File: config.mk
export PLATFORM = sky130hd
export DESIGN_NAME = load_store_unit
export DESIGN_NICKNAME = d
export VERILOG_FILES = /design/src/rtl/load_store_unit_pkg.sv /design/src/rtl/load_store_unit_align.sv /design/src/rtl/load_store_unit.sv
export SDC_FILE = /design/constraint.sdc
export NUM_CORES = 1
export LEC_CHECK = 0
export ABC_AREA = 1
export BUFFER_PORTS_ARGS = -buffer_cell sky130_fd_sc_hd__buf_2
export CAP_MARGIN = 0
export CORE_MARGIN = 5
export CORE_UTILIZATION = 45
export CTS_CLUSTER_DIAMETER = 100
export DETAILED_ROUTE_END_ITERATION = 12
export PLACE_DENSITY = 0.71
export SYNTH_ARGS = -nofsm -noshare
export SYNTH_HDL_FRONTEND = slang
export SYNTH_SLANG_ARGS = --single-unit
File: constraint.sdc
create_clock -name clk_i -period 5.9 [get_ports clk_i]
set_input_delay 0 -clock clk_i [delete_from_list [all_inputs] [get_ports clk_i]]
set_output_delay 0 -clock clk_i [all_outputs]
set_load 0.02 [all_outputs]
File: src/rtl/load_store_unit_pkg.sv
// Shared encodings for the load/store unit: funct3 codes, fault causes, FSM states
// and the legality check used when decoding a request.
package load_store_unit_pkg;

    localparam logic [2:0] FUNCT3_LB  = 3'b000;
    localparam logic [2:0] FUNCT3_LH  = 3'b001;
    localparam logic [2:0] FUNCT3_LW  = 3'b010;
    localparam logic [2:0] FUNCT3_LBU = 3'b100;
    localparam logic [2:0] FUNCT3_LHU = 3'b101;
    localparam logic [2:0] FUNCT3_SB  = 3'b000;
    localparam logic [2:0] FUNCT3_SH  = 3'b001;
    localparam logic [2:0] FUNCT3_SW  = 3'b010;

    localparam logic [1:0] LSU_CAUSE_MISALIGNED = 2'd0;
    localparam logic [1:0] LSU_CAUSE_ILLEGAL    = 2'd1;
    localparam logic [1:0] LSU_CAUSE_BUS_ERR    = 2'd2;
    localparam logic [1:0] LSU_CAUSE_RETRY      = 2'd3;

    localparam logic [1:0] ST_IDLE  = 2'd0;
    localparam logic [1:0] ST_BUS   = 2'd1;
    localparam logic [1:0] ST_RETRY = 2'd2;
    localparam logic [1:0] ST_RESP  = 2'd3;

    // Stores only have signed-less byte/half/word; loads add the unsigned byte/half forms.
    function automatic logic lsu_legal(input logic store, input logic [2:0] funct3);
        if (store)
            return (funct3 == FUNCT3_SB) || (funct3 == FUNCT3_SH) || (funct3 == FUNCT3_SW);
        return (funct3 == FUNCT3_LB) || (funct3 == FUNCT3_LH) || (funct3 == FUNCT3_LW) ||
               (funct3 == FUNCT3_LBU) || (funct3 == FUNCT3_LHU);
    endfunction

endpackage

File: src/rtl/load_store_unit_align.sv
// Byte-lane steering for stores, lane extraction plus sign/zero extension for loads,
// and alignment/legality decode. Purely combinational.
module load_store_unit_align
    import load_store_unit_pkg::*;
(
    input  logic        store_i,
    input  logic [2:0]  funct3_i,
    input  logic [1:0]  addr_lo_i,
    input  logic [31:0] wdata_i,
    input  logic [31:0] dat_i,
    output logic [3:0]  sel_o,
    output logic [31:0] dat_o,
    output logic [31:0] rdata_o,
    output logic        misaligned_o,
    output logic        illegal_o
);

    logic [7:0]  byte_v;
    logic [15:0] half_v;
    logic        sext;

    always_comb begin
        illegal_o = !lsu_legal(store_i, funct3_i);
        sext      = !funct3_i[2];
        byte_v    = dat_i[{addr_lo_i, 3'b000} +: 8];
        half_v    = dat_i[{addr_lo_i[1], 4'b0000} +: 16];
        case (funct3_i[1:0])
            2'b00: begin
                sel_o        = 4'b0001 << addr_lo_i;
                dat_o        = {4{wdata_i[7:0]}};
                misaligned_o = 1'b0;
                rdata_o      = {{24{sext & byte_v[7]}}, byte_v};
            end
            2'b01: begin
                sel_o        = 4'b0011 << {addr_lo_i[1], 1'b0};
                dat_o        = {2{wdata_i[15:0]}};
                misaligned_o = addr_lo_i[0];
                rdata_o      = {{16{sext & half_v[15]}}, half_v};
            end
            default: begin
                sel_o        = 4'b1111;
                dat_o        = wdata_i;
                misaligned_o = |addr_lo_i;
                rdata_o      = dat_i;
            end
        endcase
    end

endmodule

File: src/rtl/load_store_unit.sv
// Load/store unit: accepts one request from execute and runs one classic Wishbone
// cycle with retry and timeout handling, reporting data or a fault cause.
module load_store_unit
    import load_store_unit_pkg::*;
#(
    parameter int RETRY_LIMIT    = 3,
    parameter int TIMEOUT_CYCLES = 255
) (
    input  logic        clk_i,
    input  logic        rst_i,
    input  logic        req_valid_i,
    output logic        req_ready_o,
    input  logic        req_store_i,
    input  logic [2:0]  req_funct3_i,
    input  logic [31:0] req_addr_i,
    input  logic [31:0] req_wdata_i,
    output logic        rsp_valid_o,
    output logic [31:0] rsp_rdata_o,
    output logic        rsp_err_o,
    output logic [1:0]  rsp_cause_o,
    output logic        cyc_o,
    output logic        stb_o,
    output logic        we_o,
    output logic [31:0] adr_o,
    output logic [3:0]  sel_o,
    output logic [31:0] dat_o,
    input  logic [31:0] dat_i,
    input  logic        ack_i,
    input  logic        err_i,
    input  logic        rty_i
);

    localparam logic [7:0]  RTY_MAX  = 8'(RETRY_LIMIT);
    localparam logic [15:0] WAIT_MAX = 16'(TIMEOUT_CYCLES - 1);
    localparam bit          TO_EN    = (TIMEOUT_CYCLES != 0);

    logic [1:0]  state_q, state_d;
    logic        cyc_q, cyc_d, we_q, we_d, store_q, store_d, err_q, err_d;
    logic [31:0] adr_q, adr_d, dat_q, dat_d, rdata_q, rdata_d;
    logic [3:0]  sel_q, sel_d;
    logic [2:0]  funct3_q, funct3_d;
    logic [1:0]  addr_lo_q, addr_lo_d, cause_q, cause_d;
    logic [7:0]  rty_cnt_q, rty_cnt_d;
    logic [15:0] wait_cnt_q, wait_cnt_d;

    logic        idle;
    logic [3:0]  a_sel;
    logic [31:0] a_dat, a_rdata;
    logic        a_mis, a_ill;

    assign idle = (state_q == ST_IDLE);

    // Decode from the live request while idle; afterwards the captured request drives
    // the load extract so upstream may change its inputs during the bus cycle.
    load_store_unit_align u_align (
        .store_i      (idle ? req_store_i : store_q),
        .funct3_i     (idle ? req_funct3_i : funct3_q),
        .addr_lo_i    (idle ? req_addr_i[1:0] : addr_lo_q),
        .wdata_i      (req_wdata_i),
        .dat_i        (dat_i),
        .sel_o        (a_sel),
        .dat_o        (a_dat),
        .rdata_o      (a_rdata),
        .misaligned_o (a_mis),
        .illegal_o    (a_ill)
    );

    always_comb begin
        state_d    = state_q;
        cyc_d      = cyc_q;
        we_d       = we_q;
        store_d    = store_q;
        err_d      = err_q;
        adr_d      = adr_q;
        dat_d      = dat_q;
        rdata_d    = rdata_q;
        sel_d      = sel_q;
        funct3_d   = funct3_q;
        addr_lo_d  = addr_lo_q;
        cause_d    = cause_q;
        rty_cnt_d  = rty_cnt_q;
        wait_cnt_d = wait_cnt_q;
        case (state_q)
            ST_IDLE: if (req_valid_i) begin
                store_d   = req_store_i;
                funct3_d  = req_funct3_i;
                addr_lo_d = req_addr_i[1:0];
                rdata_d   = '0;
                err_d     = 1'b0;
                cause_d   = '0;
                if (a_ill) begin
                    err_d   = 1'b1;
                    cause_d = LSU_CAUSE_ILLEGAL;
                    state_d = ST_RESP;
                end else if (a_mis) begin
                    err_d   = 1'b1;
                    cause_d = LSU_CAUSE_MISALIGNED;
                    state_d = ST_RESP;
                end else begin
                    adr_d      = {req_addr_i[31:2], 2'b00};
                    sel_d      = a_sel;
                    dat_d      = a_dat;
                    we_d       = req_store_i;
                    cyc_d      = 1'b1;
                    rty_cnt_d  = '0;
                    wait_cnt_d = '0;
                    state_d    = ST_BUS;
                end
            end
            ST_BUS: begin
                // ack wins over err, err over rty, all over the timeout
                if (ack_i) begin
                    cyc_d   = 1'b0;
                    rdata_d = store_q ? 32'd0 : a_rdata;
                    state_d = ST_RESP;
                end else if (err_i) begin
                    cyc_d   = 1'b0;
                    err_d   = 1'b1;
                    cause_d = LSU_CAUSE_BUS_ERR;
                    state_d = ST_RESP;
                end else if (rty_i) begin
                    cyc_d = 1'b0;
                    if (rty_cnt_q == RTY_MAX) begin
                        err_d   = 1'b1;
                        cause_d = LSU_CAUSE_RETRY;
                        state_d = ST_RESP;
                    end else begin
                        rty_cnt_d = rty_cnt_q + 8'd1;
                        state_d   = ST_RETRY;
                    end
                end else if (TO_EN && wait_cnt_q == WAIT_MAX) begin
                    cyc_d   = 1'b0;
                    err_d   = 1'b1;
                    cause_d = LSU_CAUSE_BUS_ERR;
                    state_d = ST_RESP;
                end else begin
                    wait_cnt_d = wait_cnt_q + 16'd1;
                end
            end
            ST_RETRY: begin
                cyc_d      = 1'b1;
                wait_cnt_d = '0;
                state_d    = ST_BUS;
            end
            default: state_d = ST_IDLE;
        endcase
    end

    always_ff @(posedge clk_i or posedge rst_i) begin
        if (rst_i) begin
            state_q    <= ST_IDLE;
            cyc_q      <= 1'b0;
            we_q       <= 1'b0;
            store_q    <= 1'b0;
            err_q      <= 1'b0;
            adr_q      <= '0;
            dat_q      <= '0;
            rdata_q    <= '0;
            sel_q      <= '0;
            funct3_q   <= '0;
            addr_lo_q  <= '0;
            cause_q    <= '0;
            rty_cnt_q  <= '0;
            wait_cnt_q <= '0;
        end else begin
            state_q    <= state_d;
            cyc_q      <= cyc_d;
            we_q       <= we_d;
            store_q    <= store_d;
            err_q      <= err_d;
            adr_q      <= adr_d;
            dat_q      <= dat_d;
            rdata_q    <= rdata_d;
            sel_q      <= sel_d;
            funct3_q   <= funct3_d;
            addr_lo_q  <= addr_lo_d;
            cause_q    <= cause_d;
            rty_cnt_q  <= rty_cnt_d;
            wait_cnt_q <= wait_cnt_d;
        end
    end

    assign req_ready_o = idle;
    assign rsp_valid_o = (state_q == ST_RESP);
    assign rsp_rdata_o = rsp_valid_o ? rdata_q : 32'd0;
    assign rsp_err_o   = rsp_valid_o & err_q;
    assign rsp_cause_o = rsp_valid_o ? cause_q : 2'd0;
    assign cyc_o       = cyc_q;
    assign stb_o       = cyc_q;
    assign we_o        = we_q;
    assign adr_o       = adr_q;
    assign sel_o       = sel_q;
    assign dat_o       = dat_q;

endmodule

# Word-level counts from Yosys, hierarchy flattened

Index checks and enable logic that the tools add are counted.
W data, S select, Z words.

Flip-flop bits (word level): 135
Bits of input ports: 106
Logic and storage cells: 132

Add/sub/neg operators: 2
Eq/ne operators: 23
Shift-type cells: 4
Multiplexer cells: 66
Bitwise logic cells: 4
Reductions and logical operators: 19

Operator list:

| operator                | count |
|---|---|
| $pmux W32 S2            | 3 |
| $mux W32                | 4 |
| $mux W16                | 7 |
| $mux W8                 | 7 |
| $pmux W16 S3            | 1 |
| $shiftx A32 B6 Y16      | 1 |
| $shiftx A32 B6 Y8       | 1 |
| $mux W2                 | 15 |
| $mux W1                 | 21 |
| $ne A2 B2 Y1 const B    | 9 |
| $add A16 B1 Y16 const B | 1 |
| $eq A16 B8 Y1 const B   | 1 |
| $pmux W8 S2             | 1 |
| $reduce_and A8 Y1       | 2 |
| $reduce_and A5 Y1       | 2 |
| $add A8 B1 Y8 const B   | 1 |
| $eq A8 B2 Y1 const B    | 1 |
| $ne A4 B4 Y1 const B    | 2 |
| $pmux W4 S2             | 1 |
| $eq A3 B3 Y1 const B    | 2 |
| $pmux W2 S3             | 1 |
| $ne A5 B5 Y1 const B    | 1 |
| $eq A2 B1 Y1 const B    | 2 |
| $eq A2 B2 Y1 const B    | 2 |
| other kinds (21)        | 29 |

# Depth between registers and ports, before layout

Gate-level depths: netlist of the first run.

Word-level depth: 11
Mapped depth: 14

# Hierarchy

A second synthesis of the first run with hierarchy kept.

Cells, all modules: 1065
Area, all modules: 7526.0 µm²

Modules (own cells, without submodules):

| module                | times used | cells each | area each (µm²) |
|---|---|---|---|
| load_store_unit       | 1          | 831        | 6476.2 |
| load_store_unit_align | 1          | 234        | 1049.8 |

# Worst setup path after synthesis of the first run

No wires, ideal clock.

Path type: register -> register
Start: register wait_cnt_q[0]
End: register wait_cnt_q[0]
Library setup time: 0.117 ns
Arrival time: 1.766 ns
Path slack: 4.017 ns
Cell stages (with the launch flop): 12
Clock period less this slack: 1.883 ns
Path through: dfrtp_1 > inv_1 > ha_1 > nand3_1 > nor2_1 > nand2_1 > nand2_1 > a21oi_1 > nand3_2 > buf_2 > nand2_1 > nand2_1

Word-level cells in the longest chain between the ends: 6

Ends and longest elaborated chain:

| element                | RTL line               | text |
|---|---|---|
| start, declared        | load_store_unit.sv:44  | `logic [15:0] wait_cnt_q, wait_cnt_d;` |
| start signal, assigned | load_store_unit.sv:179 | `wait_cnt_q <= wait_cnt_d;` |
| $add A16 B1 Y16        | load_store_unit.sv:137 | `wait_cnt_d = wait_cnt_q + 16'd1;` |
| $mux W16               | load_store_unit.sv:131 | `end else if (TO_EN && wait_cnt_q == WAIT_MAX) begin` |
| $mux W16               | load_store_unit.sv:121 | `end else if (rty_i) begin` |
| $mux W16               | load_store_unit.sv:116 | `end else if (err_i) begin` |
| $mux W16               | load_store_unit.sv:112 | `if (ack_i) begin` |
| $pmux W16 S3           | load_store_unit.sv:83  | `case (state_q)` |

Parallel ways exist; a longest one is shown, timed or not. The select of a mux whose other input is x is not followed.
A chain may end at the register's enable or synchronous reset.

# Final worst setup path of the first run

Start: register state_q[0]
End: register adr_q[12] (netlist: adr_o[12])

Word-level cells in the longest chain between the ends: 9

Ends and longest elaborated chain:

| element                                          | RTL line                                             | text |
|---|---|---|
| start, declared                                  | load_store_unit.sv:37                                | `logic [1:0] state_q, state_d;` |
| start signal, assigned                           | load_store_unit.sv:166                               | `state_q <= state_d;` |
| $logic_not A2 Y1 *                               | load_store_unit.sv:51, load_store_unit.sv:83         |  |
| $mux W3                                          | load_store_unit.sv:57                                | `.funct3_i (idle ? req_funct3_i : funct3_q),` |
| $eq A3 B1 Y1 or $logic_not A3 Y1 (tied branches) | load_store_unit_pkg.sv:27, load_store_unit_pkg.sv:28 |  |
| $logic_or A1 B1 Y1 (2 in series)                 | load_store_unit_pkg.sv:27, load_store_unit_pkg.sv:28 |  |
| $logic_or A1 B1 Y1                               | load_store_unit_pkg.sv:28                            | `return (funct3 == FUNCT3_LB) \|\| (funct3 == FUNCT3_LH) \|\| (funct3 == FUNCT3_LW) \|\|` |
| $logic_or A1 B1 Y1                               | load_store_unit_pkg.sv:29                            | `(funct3 == FUNCT3_LBU) \|\| (funct3 == FUNCT3_LHU);` |
| $mux W1                                          | load_store_unit_pkg.sv:28                            |  |
| $reduce_and A4 Y1 (no source line) *             | --                                                   |  |
| end signal, assigned                             | load_store_unit.sv:171                               | `adr_q <= adr_d;` |
| end, declared                                    | load_store_unit.sv:39                                | `logic [31:0] adr_q, adr_d, dat_q, dat_d, rdata_q, rdata_d;` |

Mark *: on every way between the ends. The rest lies on a longest branch, timed or not. The select of a mux whose other input is x is not followed.

==> results of run 1 <==
[worst min-delay path: stages]
cell and delay, ps:
buf_2 90, inv_1 60, o21ai_0 100, nand2_1 80, nand2_1 50
[power by group through the flow]
stage	registers, W	clock network [W]	logic [W]
floorplan	0.00170	0	0.00151
global placement	0.00148	0	0.00239
detailed placement	0.00148	0	0.00244
CTS	0.00148	0.00108	0.00256
global route	0.00152	0.00111	0.00287
finish	0.00148	0.00106	0.00258
[cells in the mapped netlist, drive strengths merged, types with 6 or more instances]
| master | instances | area share (%) |
|---|---|---|
| nor2 | 110 | 5.9 |
| nor3 | 8 | 0.62 |
| buf | 24 | 2.4 |
| a21oi | 12 | 0.83 |
| a22oi | 6 | 0.62 |
| inv | 92 | 4.8 |
| nand2 | 425 | 22 |
| clkbuf | 22 | 1.1 |
| xor2 | 9 | 1.1 |
| nand3 | 32 | 2.3 |
| o21ai | 96 | 7.0 |
| nand4 | 29 | 2.7 |
| dfrtp | 135 | 46 |
[cells in the final DEF, fill, tap and decap left out, drive strengths merged]
| master | synthesis | routed |
|---|---|---|
| nand2 | 425 | 425 |
| buf | 24 | 220 |
| dfrtp | 135 | 135 |
| nor2 | 110 | 110 |
| dlygate4sd3 | 0 | 106 |
| inv | 92 | 96 |
| o21ai | 96 | 96 |
| nand3 | 32 | 32 |
| nand4 | 29 | 29 |
| clkbuf | 22 | 18 |
| a21oi | 12 | 12 |
| xor2 | 9 | 9 |
| nor3 | 8 | 8 |
| clkinv | 1 | 7 |
| a22oi | 6 | 6 |
| xnor2 | 3 | 3 |
| o211ai | 3 | 3 |
| ha | 3 | 3 |
| or2 | 3 | 3 |
| o31ai | 2 | 2 |
| nand3b | 2 | 2 |
| conb | 1 | 2 |
| clkinvlp | 0 | 2 |
| bufinv | 0 | 2 |
| o21bai | 1 | 1 |
| a31oi | 1 | 1 |
[worst paths after layout]
kind / endpoint / cells after the start / startpoint
worst max-delay path: adr_o[12]$_DFFE_PP0P_ / 10 / state_q[0]$_DFFE_PP0P_
worst min-delay path: dat_o[11]$_DFFE_PP0P_ / 5 / req_wdata_i[11]
worst max register to register: adr_o[12]$_DFFE_PP0P_ / 10 / state_q[0]$_DFFE_PP0P_
worst min register to register: adr_o[28]$_DFFE_PP0P_ / 2 / adr_o[28]$_DFFE_PP0P_
max in group asynchronous: rty_cnt_q[3]$_DFFE_PP0P_ / 4 / rst_i
min in group asynchronous: dat_o[27]$_DFFE_PP0P_ / 3 / rst_i
[metal layers]
layer	wire, µm	vias to the layer above
met3	1730	61
met5	0	-
met4	662	0
met1	9890	3564
li1	-	3797
met2	10700	334
[sequential cells by signal, summed over array words and instances (netlist names)]
name	count
state_q	2
funct3_q	3
cyc_o	1
we_o	1
addr_lo_q	2
adr_o	30
store_q	1
sel_o	4
rdata_q	32
err_q	1
rty_cnt_q	8
cause_q	2
wait_cnt_q	16
dat_o	32
[final cells by class]
type / count / area share (%)
clock inverter: 14 / 1.47
inverter: 93 / 3.52
clock buffer: 18 / 4.36
timing repair buffer: 326 / 21.7
multi-input combinational: 747 / 32.7
tap: 216 / 2.69
sequential: 135 / 33.6
[logic make-up after synthesis]
kind of cell	count (synthesis)	share of synthesized area [%]
other	1	0.0516
XOR/XNOR	12	1.45
AND/OR/NAND/NOR	609	34.1
adder cells (fa/ha/maj)	3	0.516
buffers and inverters	139	8.33
AO/OA/AOI/OAI	121	9.12
flip-flops	135	46.5
[per-stage QoR]
stage | cells | setup slack, ps | util [%] | cell area (µm²) | hold WS, ps
floorplan | 1021 | 2290 | - | 7270 | 110
global placement | 1411 | 2370 | 53.0 | 8420 | 160
detailed placement | 1411 | 2240 | 53.0 | 8420 | 167
CTS | 1549 | 2230 | 63.4 | 10100 | 1.95
global route | 1549 | 1770 | 63.4 | 10100 | 26.5
finish | 1549 | 2120 | 63.4 | 10100 | 2.85
[repair_timing]
action | 4_1_cts | 5_1_grt
hold buffers | 106 | 0
endpoints found under the hold margin | 174 | 0
resized for setup | 0 | 0
==> flow_summary.json, run 1 <==
{
  "status": "completed",
  "io_pins": 214,
  "skew_ps": 10.6,
  "period_share_pct": 64.0,
  "grt-ovfl-total": 0,
  "setup_viol": 0,
  "clkPwrFrac_pct": 20.7,
  "drt_iter0_markers": 646,
  "area_delta_synth_final_pct": 38.4,
  "worstPathArrival_ps": 4130,
  "first_global_vias": 7568,
  "synthArstFlopShare_pct": 100,
  "met1_usage_pct": 31.4,
  "seqPwrFrac_pct": 28.9,
  "drcViolationCount": 0,
  "grt_pass1_wl_um": 36600,
  "grt.busiest_layer": "met2",
  "drv_cap": 0,
  "grt_util_met3_pct": 6.40,
  "drt_first_pass_iters": 5,
  "gr-usage-met2_pct": 39.9,
  "grt_setup_unrepaired": "no",
  "fmax_mhz": 265,
  "die_w_um": 137,
  "core_um2": 15900,
  "finalPower_w": 0.00513,
  "power.share.combinational_pct": 50.4,
  "numCtsBuffers": 17,
  "crit_path_max_incr_delay_ps": 820,
  "start_util_pct": 45.8,
  "ys_types": 36,
  "seq_area_um2": 3380,
  "critical_path.slowest_cell": "inv_2",
  "ir_worst_vdd_v": 0.000262,
  "crit_buf_inv": 3,
  "nFillCells": 1371,
  "cts_max_level": 4,
  "die_area_um2": 18800,
  "fin_setup_tns_ps": 0,
  "worst_slew_pin_slew_ps": 1040,
  "num_vias": 7756,
  "antenna_found_initial": 0,
  "ys_seq_elements": 135,
  "crit_required_ps": 6250,
  "grt_usage_pct": 24.6,
  "clock_path_buffers": 2,
  "syn_area_per_cell_um2": 7.13,
  "cpLargestDelayFamily": "simple AND/OR/NAND/NOR gates",
  "grt_max_degree": 80,
  "finalCriticalPeriod_ps": 3780,
  "crit_top_cell": "nand2_1",
  "diodes": 0,
  "drtAntennaViolNets": 0,
  "place_congestion": 0.886,
  "leakagePower_nw": 5.43,
  "synth-seq-area-share_pct": 46.5,
  "synth_edf_count": 0,
  "syn_area_um2": 7270,
  "hold_path.class": "primary input to register",
  "max_slew_margin_pct": 30.4,
  "cts.sinks": 135,
  "syn_inst": 1020,
  "portBuffers": 211,
  "worstSetupPathType": "register to register",
  "clkTransAtPathRegs_ps": 60,
  "drive_above_1_share_pct": 20.7,
  "layout.nets": 1429,
  "cts_setup_buffers": 0,
  "multi_input_area_um2": 3290,
  "switching_share_pct": 46.9,
  "path_max_fanout": 79,
  "hold_violations": 0,
  "std_cell_rows": 46,
  "yosysWarnings": 0,
  "slew_viol_final": 0,
  "die_y_um": 137,
  "cp_cell_sequence": "nor2_4, o21ai_1, nor2_2, inv_2, nand2_1, nand3_2, buf_4, inv_2, nand2_1, nand2_1",
  "p_sw_w": 0.00240,
  "synth-main-ff-cell": "dfrtp_1",
  "p_int_w": 0.00273,
  "root_buffer": "clkbuf_16",
  "place_hpwl_um": 15200,
  "cts_tree": "built",
  "wl_um": 23000,
  "worstSkewPairLatency_ps": 420,
  "vias_per_cell": 5.01,
  "crit_path_end_kind": "register",
  "wl_per_cell_um": 14.8,
  "r2r_slack_ps": 2120,
  "setup.worst_path.start_class": "register",
  "power_density_nw_per_um2": 510
}
No activity file was read; power rests on OpenSTA's default activity.
==> inputs of run 2 (changes only) <==
==> constraint.sdc (replaced) <==
create_clock -name clk_i -period 3.7 [get_ports clk_i]
set_input_delay 0 -clock clk_i [delete_from_list [all_inputs] [get_ports clk_i]]
set_output_delay 0 -clock clk_i [all_outputs]
set_load 0.02 [all_outputs]
==> flow_summary.json, run 2 (synthesis gave the netlist of run 1 again) <==
{
  "switching_share_pct": 46.3,
  "diodes": 0,
  "status": "completed",
  "fin_setup_tns_ps": 0,
  "holdWs_ps": 0.101,
  "period_share_pct": 90.2,
  "area_delta_synth_final_pct": 39.0,
  "hold_end": "dat_o[12]$_DFFE_PP0P_",
  "leakagePower_nw": 5.45,
  "num_vias": 7859,
  "antenna_found_initial": 0,
  "r2r_end": "rdata_q[10]$_DFFE_PP0P_",
  "drv_cap": 0,
  "layout.nets": 1434,
  "whs_path_depth": 5,
  "worst_slew_pin_slew_ps": 1030,
  "die_y_um": 137,
  "clkTransAtPathRegs_ps": 60,
  "wl_per_cell_um": 15.1,
  "place_congestion": 0.898,
  "r2r_slack_ps": 360,
  "crit_required_ps": 4040,
  "hold_path.class": "primary input to register",
  "final_cell_mix": "nand2_1 (421), buf_2 (211), dfrtp_1 (135)",
  "layout_commonest_cell": "nand2_1",
  "slew_viol_final": 0,
  "clock_path_buffers": 2,
  "seqPwrFrac_pct": 28.5,
  "p_int_w": 0.00443,
  "vias_per_cell": 5.06,
  "cts_setup_buffers": 0,
  "root_buffer": "clkbuf_16",
  "clkPwrFrac_pct": 20.8,
  "first_global_vias": 7705,
  "nFillCells": 1388,
  "finalPower_w": 0.00825,
  "start_util_pct": 45.8,
  "worstSkewPairLatency_ps": 420,
  "startpoint": "state_q[0]$_DFFE_PP0P_",
  "core_um2": 15900,
  "ir_worst_vdd_v": 0.000431,
  "grt_usage_pct": 25.1,
  "drcViolationCount": 0,
  "io_pins": 214,
  "p_sw_w": 0.00382,
  "hold_violations": 0,
  "drtAntennaViolNets": 0,
  "skew_ps": 8.70,
  "worstPathArrival_ps": 3670,
  "worstSetupPathType": "register to register",
  "drive_above_1_share_pct": 20.8,
  "path_max_fanout": 19,
  "grt_pass1_wl_um": 37400,
  "cts_tree": "built",
  "grt_max_degree": 79,
  "wl_um": 23400,
  "die_w_um": 137,
  "reg2regPathDepth": 10,
  "drt_iter0_markers": 676,
  "setup_viol": 0,
  "crit_path_end_kind": "register",
  "setup_slack_ps": 361,
  "grt_setup_unrepaired": "no",
  "drt_first_pass_iters": 5,
  "max_slew_margin_pct": 30.6,
  "portBuffers": 211,
  "dp_slack_ps": 850,
  "grt-ovfl-total": 0,
  "fmax_mhz": 300,
  "die_area_um2": 18800,
  "finalCriticalPeriod_ps": 3340,
  "power_density_nw_per_um2": 816,
  "hold_start": "req_wdata_i[12]",
  "cts_max_level": 4,
  "std_cell_rows": 46,
  "timing.rr.start": "state_q[0]$_DFFE_PP0P_",
  "numCtsBuffers": 17,
  "cts.sinks": 135,
  "power.share.combinational_pct": 50.7,
  "place_hpwl_um": 15400,
  "setup.worst_path.start_class": "register"
}
run 2: changes by cell type in the layout (fill, tap and decap cells not counted), sizes merged:
cell	change
clkbuf	+1
clkinv	+2
bufinv	+1
buf	+4
inv	-4
dlygate4sd3	+1
run 2: layout make-up:
cell class | count | area (µm²) | area share [%]
Inverter | 93 | 354 | 3.50
Tap cell | 216 | 270 | 2.67
Clock buffer | 19 | 433 | 4.28
Multi-Input combinational cell | 747 | 3290 | 32.5
Sequential cell | 135 | 3380 | 33.4
Timing Repair Buffer | 331 | 2220 | 22.0
Clock inverter | 13 | 156 | 1.55
run 2: worst max path at each step:
stage | end | slack [ps] | cells after the start
after floorplan | addr_lo_q[0]$_DFFE_PP0P_ | 90 | 1
after global routing | rdata_q[6]$_DFFE_PP0P_ | 130 | 10
after detailed placement | sel_o[0]$_DFFE_PP0P_ | 850 | 8
after global placement | rdata_q[7]$_DFFE_PP0P_ | 930 | 9
final | rdata_q[10]$_DFFE_PP0P_ | 360 | 10
after CTS | rdata_q[12]$_DFFE_PP0P_ | 430 | 10
run 2: power groups by stage:
stage               combinational [W]  clock, W  sequential (W)
floorplan                     0.00241         0         0.00272
global placement              0.00386         0         0.00235
detailed placement            0.00393         0         0.00234
CTS                           0.00413   0.00174         0.00234
global route                  0.00463   0.00181         0.00242
finish                        0.00418   0.00171         0.00235
run 2: per-layer routing:
metal | track usage, % | part of all wire (%) | vias up
li1 | - | - | 3800
met3 | 6.36 | 7.5 | 83
met2 | 40.7 | 47 | 352
met5 | 0 | 0 | -
met1 | 31.5 | 42 | 3624
met4 | 11.9 | 3.9 | 0
run 2: metrics by stage:
step | instance area [µm²] | utilization [%] | std cells
2_1_floorplan | 7270 | - | 1021
3_3_place_gp | 8450 | 53.2 | 1415
3_5_place_dp | 8450 | 53.2 | 1415
4_1_cts | 10100 | 63.6 | 1554
5_1_grt | 10100 | 63.6 | 1554
6_report | 10100 | 63.6 | 1554
run 2: worst max-delay path: stages, from the launching register on:
cell and delay (ps):
dfrtp_1 420, nor2_4 380, nand2_1 90, nand2_1 480, nand2_1 380, nor2_2 570
nand2_1 110, nand3_1 110, dlygate4sd3_1 570, nand2_1 50, o21ai_0 70
run 2: what timing repair did:
item / 4_1_cts / 5_1_grt
setup endpoints to repair: 0 / 0
hold endpoints to repair: 171 / 0
gates resized for setup: 0 / 0
hold buffers: 107 / 0
==> inputs of run 3 (changes only) <==
--- a/config.mk
+++ b/config.mk
@@ -10,6 +10,7 @@
 export CAP_MARGIN = 0
 export CORE_MARGIN = 5
 export CORE_UTILIZATION = 45
+export CTS_BUF_LIST = sky130_fd_sc_hd__clkbuf_16
 export CTS_CLUSTER_DIAMETER = 100
 export DETAILED_ROUTE_END_ITERATION = 12
 export PLACE_DENSITY = 0.71
==> flow_summary.json, run 3 (synthesis gave the netlist of run 1 again) <==
{
  "status": "finished with violations",
  "violations": "negative hold slack",
  "period_share_pct": 90.3,
  "clkTransAtPathRegs_ps": 60,
  "crit_buf_inv": 1,
  "antenna_found_initial": 0,
  "cts_tree": "built",
  "drive_above_1_share_pct": 20.8,
  "crit_required_ps": 4040,
  "setup_viol": 0,
  "final_cell_mix": "nand2_1 (421), buf_2 (211), dfrtp_1 (135)",
  "wl_met2_um": 11000,
  "setup.worst_path.start_class": "register",
  "holdWs_ps": -1.87,
  "crit_top_cell": "nand2_1",
  "whs_path_depth": 5,
  "finalCriticalPeriod_ps": 3340,
  "timing.rr.start": "state_q[0]$_DFFE_PP0P_",
  "cpLargestDelayFamily": "simple AND/OR/NAND/NOR gates",
  "worst_slew_pin_slew_ps": 1010,
  "wl_um": 23500,
  "crit_path_end_kind": "register",
  "multi_input_area_um2": 3290,
  "hold_start": "req_wdata_i[12]",
  "path_max_fanout": 19,
  "setup_slack_ps": 359,
  "clock_path_buffers": 2,
  "drv_cap": 0,
  "crit_path_max_incr_delay_ps": 580,
  "seq_area_um2": 3380,
  "max_slew_margin_pct": 32.3,
  "place_congestion": 0.898,
  "grt_max_degree": 79,
  "cts.sinks": 135,
  "numCtsBuffers": 17,
  "nFillCells": 1388,
  "die_y_um": 137,
  "portBuffers": 211,
  "worstPathArrival_ps": 3680,
  "wl_per_cell_um": 15.1,
  "num_vias": 7879,
  "dp_slack_ps": 850,
  "core_um2": 15900,
  "met1_length_um": 9800,
  "io_pins": 214,
  "grt_pass1_wl_um": 37400,
  "grt_setup_unrepaired": "no",
  "fin_setup_tns_ps": 0,
  "die_w_um": 137,
  "root_buffer": "clkbuf_16",
  "layout.nets": 1434,
  "leakagePower_nw": 5.46,
  "drt_first_pass_iters": 5,
  "grt_usage_pct": 25.1,
  "first_global_vias": 7705,
  "hold_violations": 1,
  "layout_commonest_cell": "nand2_1",
  "worstSetupPathType": "register to register",
  "finalPower_w": 0.00825,
  "fmax_mhz": 299,
  "finalNonFillerCells": 1554,
  "slew_viol_final": 0,
  "cts_max_level": 4,
  "critical_path.slowest_cell": "nor2_2",
  "drtAntennaViolNets": 0,
  "diodes": 0,
  "crit_cells": 10,
  "worstSkewPairLatency_ps": 420,
  "ir_worst_vdd_v": 0.000432,
  "die_area_um2": 18800,
  "reg2regPathDepth": 10,
  "power_density_nw_per_um2": 816,
  "drt_iter0_markers": 688,
  "vias_per_cell": 5.07,
  "drcViolationCount": 0,
  "r2r_slack_ps": 360,
  "startpoint": "state_q[0]$_DFFE_PP0P_",
  "std_cell_rows": 46,
  "place_hpwl_um": 15400,
  "route.met3.wl_um": 1810,
  "cp_cell_sequence": "nor2_4, nand2_1, nand2_1, nand2_1, nor2_2, nand2_1, nand3_1, dlygate4sd3_1, nand2_1, o21ai_0",
  "top_layer_used": "met4",
  "skew_ps": 9.00,
  "start_util_pct": 45.8,
  "utilization_pct": 63.6,
  "hold_path.class": "primary input to register",
  "area_delta_synth_final_pct": 39.0,
  "grt-ovfl-total": 0,
  "placed_cells": 1415
}
## run 3: metal layers
metal	track usage, %	up-vias
li1	-	3803
met1	31.5	3649
met2	40.7	353
met3	6.36	74
met4	11.9	0
met5	0	-
## run 3: report_power, final
part / internal (W) / switching, W / leakage, nW
logic: 0.00134 / 0.00284 / 3.42
registers: 0.00203 / 0.000327 / 1.74
clock network: 0.00105 / 0.000661 / 0.295
## run 3: metrics by stage
step	instance area, µm²	hold WS (ps)
finish	10100	-1.87
global route	10100	29.8
CTS	10100	4.35
detailed placement	8450	168
global placement	8450	158
floorplan	7270	110
## run 3: worst paths after layout
check | end
setup / recovery | rdata_q[10]$_DFFE_PP0P_
hold / removal | dat_o[12]$_DFFE_PP0P_
setup reg to reg | rdata_q[10]$_DFFE_PP0P_
hold reg to reg | dat_o[20]$_DFFE_PP0P_
max in group asynchronous | dat_o[20]$_DFFE_PP0P_
min in group asynchronous | dat_o[27]$_DFFE_PP0P_
## run 3: layout make-up
cell class	count	area share [%]
sequential	135	33.4
multi-input combinational	747	32.5
timing repair buffer	331	22.0
clock buffer	17	4.21
inverter	93	3.50
tap	216	2.67
clock inverter	15	1.62
## run 3: worst reg2reg max path, stage by stage (launching register included)
cell and delay [ps]:
dfrtp_1 420, nor2_4 380, nand2_1 90, nand2_1 480, nand2_1 390, nor2_2 580
nand2_1 120, nand3_1 110, dlygate4sd3_1 570, nand2_1 50, o21ai_0 70
## run 3: timing repair
| item | in CTS | in global routing |
|---|---|---|
| hold buffers | 107 | 0 |
| setup buffers | 0 | 0 |
| resized for setup | 0 | 0 |
| hold endpoints to repair | 171 | 0 |
